### src/rtl/uart_rx_fifo.sv
// uart_rx_fifo: receive-side circular buffer placed after the UART receiver.
// Each wr pulse pushes one byte, and each rd pulse pops the head entry.
// r_data shows the head entry combinationally (first-word-fall-through).
// The block tracks occupancy in a count register and keeps a sticky
// overrun flag that records bytes dropped because the buffer was full.
//
// Ports:
//   clk          system clock; all state changes on its rising edge
//   reset_n      asynchronous, active-low reset
//   wr, w_data   write strobe and the byte to write
//   rd           pop strobe for the head entry
//   r_data       head entry; valid only while empty = 0
//   empty, full  occupancy status, decoded from count
//   count        number of stored entries, from 0 to 2**ADDR_W
//   overrun      sticky flag for a dropped write
//   clr_overrun  clears overrun; a drop in the same cycle takes priority
module uart_rx_fifo #(
  parameter int DBIT   = 8,
  parameter int ADDR_W = 4
) (
  input  logic            clk,
  input  logic            reset_n,
  input  logic            wr,
  input  logic [DBIT-1:0] w_data,
  input  logic            rd,
  output logic [DBIT-1:0] r_data,
  output logic            empty,
  output logic            full,
  output logic [ADDR_W:0] count,
  output logic            overrun,
  input  logic            clr_overrun
);

  localparam logic [ADDR_W:0] FULL_CNT = {1'b1, {ADDR_W{1'b0}}};
  localparam logic [ADDR_W:0] ONE_CNT  = {{ADDR_W{1'b0}}, 1'b1};

  logic [DBIT-1:0]   r_mem [0:(1<<ADDR_W)-1];
  logic [ADDR_W-1:0] r_wptr;
  logic [ADDR_W-1:0] r_rptr;
  logic [ADDR_W:0]   r_count;
  logic              r_overrun;

  logic w_empty;
  logic w_full;
  logic w_do_wr;
  logic w_do_rd;
  logic w_drop;

  assign w_empty = (r_count == '0);
  assign w_full  = (r_count == FULL_CNT);

  // When the buffer is full, a write can still be accepted if a pop happens
  // on the same edge, because the pop frees the slot the write needs.
  // A read while the buffer is empty is always ignored.
  assign w_do_wr = wr & (~w_full | rd);
  assign w_do_rd = rd & ~w_empty;
  assign w_drop  = wr & w_full & ~rd;

  always_ff @(posedge clk or negedge reset_n) begin
    if (!reset_n) begin
      r_wptr    <= '0;
      r_rptr    <= '0;
      r_count   <= '0;
      r_overrun <= 1'b0;
    end else begin
      if (w_do_wr) r_wptr <= r_wptr + 1'b1;
      if (w_do_rd) r_rptr <= r_rptr + 1'b1;
      case ({w_do_wr, w_do_rd})
        2'b10:   r_count <= r_count + ONE_CNT;
        2'b01:   r_count <= r_count - ONE_CNT;
        default: r_count <= r_count;
      endcase
      if (w_drop)           r_overrun <= 1'b1;
      else if (clr_overrun) r_overrun <= 1'b0;
    end
  end

  // The storage array has no reset; the pointers alone define which
  // entries are valid.
  always_ff @(posedge clk) begin
    if (w_do_wr) r_mem[r_wptr] <= w_data;
  end

  assign r_data  = r_mem[r_rptr];
  assign empty   = w_empty;
  assign full    = w_full;
  assign count   = r_count;
  assign overrun = r_overrun;

endmodule
### config.mk
export PLATFORM = sky130hd
export DESIGN_NAME = uart_rx_fifo
export DESIGN_NICKNAME = d
export VERILOG_FILES = /design/src/rtl/uart_rx_fifo.sv
export SDC_FILE = /design/constraint.sdc
export NUM_CORES = 1
export LEC_CHECK = 0
export BUFFER_PORTS_ARGS = -buffer_cell sky130_fd_sc_hd__buf_2
export CAP_MARGIN = 40
export CORE_MARGIN = 2
export CORE_UTILIZATION = 53
export CTS_BUF_LIST = sky130_fd_sc_hd__clkbuf_8 sky130_fd_sc_hd__clkbuf_16
export DETAILED_ROUTE_END_ITERATION = 6
export PLACE_DENSITY = 0.72
export SLEW_MARGIN = 20
export SYNTH_ARGS = -nofsm -noshare
export SYNTH_HDL_FRONTEND = slang
export SYNTH_SLANG_ARGS = --single-unit
### constraint.sdc
create_clock -name clk -period 5.5 [get_ports clk]
set_input_delay 1.1 -clock clk [delete_from_list [all_inputs] [get_ports clk]]
set_output_delay 1.1 -clock clk [all_outputs]
set_load 0.02 [all_outputs]
==> results.md <==
- Area growth syn-to-layout: 14.8%
- CP Data Arrival Time: 2590 ps
- MaxCap Viol Count: 0
- Drt via density: 5.90
- Min Tclk post-route: 3690 ps
- Worst-path clk slew: 60 ps
- Ys async rst share: 9.86%
- Reg-to-reg critical path endpoint: count[4]
- # setup viols final: 0
- Die Span Y: 109 µm
- Cells after Synth: 336
- CP max FO: 26
- Mapped Nets: 359
- First-pass GRT wire length: 17.0 mm
- Row cnt: 38
- Critical setup path kind: reg2out
- Placed cell area: 0.00607 mm²
- Setup bufs post-CTS: 0
- Most frequent cells in the layout: edfxtp_1 (128), buf_2 (28), mux2i_1 (25)
- Initial Util: 54.0%
- Largest cells by area after synthesis: edfxtp_1 (66%), mux4_2 (6.2%), dfrtp_1 (6.0%), mux2i_1 (4.3%), ha_1 (1.9%)
- Net Sw Power: 0.00121 W
- Status: finished, final reports clean
- Clock Power Share: 29.7%
- Worst R2R Path Depth: 12
- Leak: 2.40 nW
- Cell area after layout: 0.00669 mm²
- Synth warn: 0
- Final Hold Viols: 0
- CTS max path bufs: 2
- Gr usage total: 20.4%
- DR iter-0 viols: 339
- Drt wl/cell: 20.9 µm
- R2R Setup Slk: 2550 ps
- Hold Buf Count CTS: 0
- Power Density: 549 mW/mm²
- Tcrit/Tclk final: 67.1%
- CTS tree: done
- Post-cts resize count: 0
- IO Port Bufs: 28
- Clock sink count: 142
- Seq/Total Area, Yosys: 71.9%
- H-tree levels: 4
- Critical Path End Type: primary output
- Vias: 3,114
- Worst Tran Pin Value: 806 ps
- Max_slew headroom: 45.9%
- Antenna violations before repair: 0
- Synth top area share: 65.9%
- DRT Pass-1 Iters: 4
- Yosys reg bits: 142
- Setup Skew: 7.55 ps
- CTS root buf: clkbuf_8
- Synth Area per Inst: 17.4 µm²
- Clock Latency Late Sink: 520 ps
- Sw Share: 33.0%
- # diodes: 0
- Die X: 109 µm
- Num ports: 29
- Yosys cell types: 35
- Largest net degree at the start of global routing: 27
- Final slew viol count: 0
- FMAX: 271 MHz
- Req. time, crit path: 4400 ps
- Residual DRC: 0
- Core area: 0.0108 mm²
- Start of the worst register-to-register path: count[0]
- Comb pwr share: 30.5%
- Pint: 0.00246 W
- Fin nets: 398
- Startpoint Class: flip-flop
- Total grt overflow: 0
- CTS buffer count: 17
- Most common cell after layout, fill and taps aside: edfxtp_1
- VDD IR max: 0.324 mV
- Vias in the first global route: 3,059
- Share of power burned in registers: 39.8%
- Final GP Congestion: 0.824
- Mapped cell area: 0.00583 mm²
- Layout cells sized above 1: 25.8%
- RSZ-0062 raised after global routing: no
- Post-DRT Antenna Nets: 0
- Routed WL: 11.1 mm
- Setup crit start: r_rptr[0]
- Post-synth top area cell: edfxtp_1
- Dpl hpwl: 7.40 mm
- Prevailing post-synth register cell: edfxtp_1
- Post-synth EDFFs: 128
- Min-delay worst type: in2async
- Setup TNS: 0 ps
- Die area: 0.0119 mm²
synth_stat cells (6+ instances only):
| cell type | number |
|---|---|
| inv_1 | 10 |
| mux2_2 | 8 |
| nand2_1 | 18 |
| ha_1 | 9 |
| buf_6 | 6 |
| edfxtp_1 | 128 |
| mux4_2 | 16 |
| nor2_1 | 12 |
| a22oi_1 | 8 |
| dfrtp_1 | 14 |
| mux2i_1 | 25 |
| xnor2_1 | 7 |
| a221oi_1 | 8 |
| o21ai_0 | 20 |
| a21oi_1 | 10 |
kinds of logic after synthesis:
| logic type | share of synthesized area [%] |
|---|---|
| adders and majority gates | 2.27 |
| muxes | 12.3 |
| AOI/OAI and AO/OA | 5.21 |
| and+or+nand+nor | 3.88 |
| xor gates and xnor gates | 1.50 |
| DFF | 71.9 |
| buffers and inverters | 2.96 |
area by class of cell:
| type | count | area, µm² |
|---|---|---|
| clock buffers | 19 | 442 |
| clock inverters | 13 | 140 |
| fillers | 790 | 4100 |
| inverters | 10 | 37.5 |
| multi-input cells | 166 | 1480 |
| flip-flops and latches | 142 | 4200 |
| well taps | 140 | 175 |
| repair buffers | 38 | 223 |
registers in the layout, summed over array words and instances (netlist names):
| signal | flops |
|---|---|
| count | 5 |
| r_wptr | 4 |
| r_mem | 128 |
| r_rptr | 4 |
| overrun | 1 |
power by group through the flow:
| stage | combinational, W | sequential (W) | clock (W) |
|---|---|---|---|
| 5_1_grt | 0.00122 | 0.00148 | 0.00115 |
| 6_report | 0.00112 | 0.00146 | 0.00109 |
| 4_1_cts | 0.00112 | 0.00146 | 0.00111 |
| 2_1_floorplan | 0.000879 | 0.00142 | 0 |
| 3_3_place_gp | 0.00106 | 0.00149 | 0 |
| 3_5_place_dp | 0.00112 | 0.00148 | 0 |
per-layer routing:
| layer | track usage (%) | routed length [µm] |
|---|---|---|
| met5 | 0 | 0 |
| met4 | 8.52 | 199 |
| met1 | 26.2 | 4540 |
| met3 | 6.58 | 837 |
| met2 | 32.3 | 5470 |
per-stage QoR:
stage / util [%] / cells / power (W) / hold WS [ps] / setup slack, ps
after floorplan: - / 336 / 0.00230 / 590 / 2500
after global placement: 56.0 / 490 / 0.00255 / 508 / 2240
after detailed placement: 56.3 / 491 / 0.00260 / 504 / 2160
after CTS: 61.7 / 523 / 0.00370 / 454 / 1760
after global routing: 62.0 / 528 / 0.00385 / 478 / 1630
final: 62.0 / 528 / 0.00367 / 474 / 1810
worst max-delay path, stage by stage (launching register included):
cell	delay, ps
dfrtp_2	530
buf_4	450
mux2i_1	160
a221oi_1	480
o21ai_0	160
nand2_1	120
buf_2	170
how the worst max path moves through the flow:
| stage | slack (ps) | endpoint |
|---|---|---|
| 2_1_floorplan | 2500 | count[4] |
| 5_1_grt | 1630 | r_data[4] |
| 3_5_place_dp | 2160 | count[4] |
| 6_report | 1810 | r_data[4] |
| 4_1_cts | 1760 | r_data[4] |
| 3_3_place_gp | 2240 | count[4] |
(Power assumes the default switching activity.)
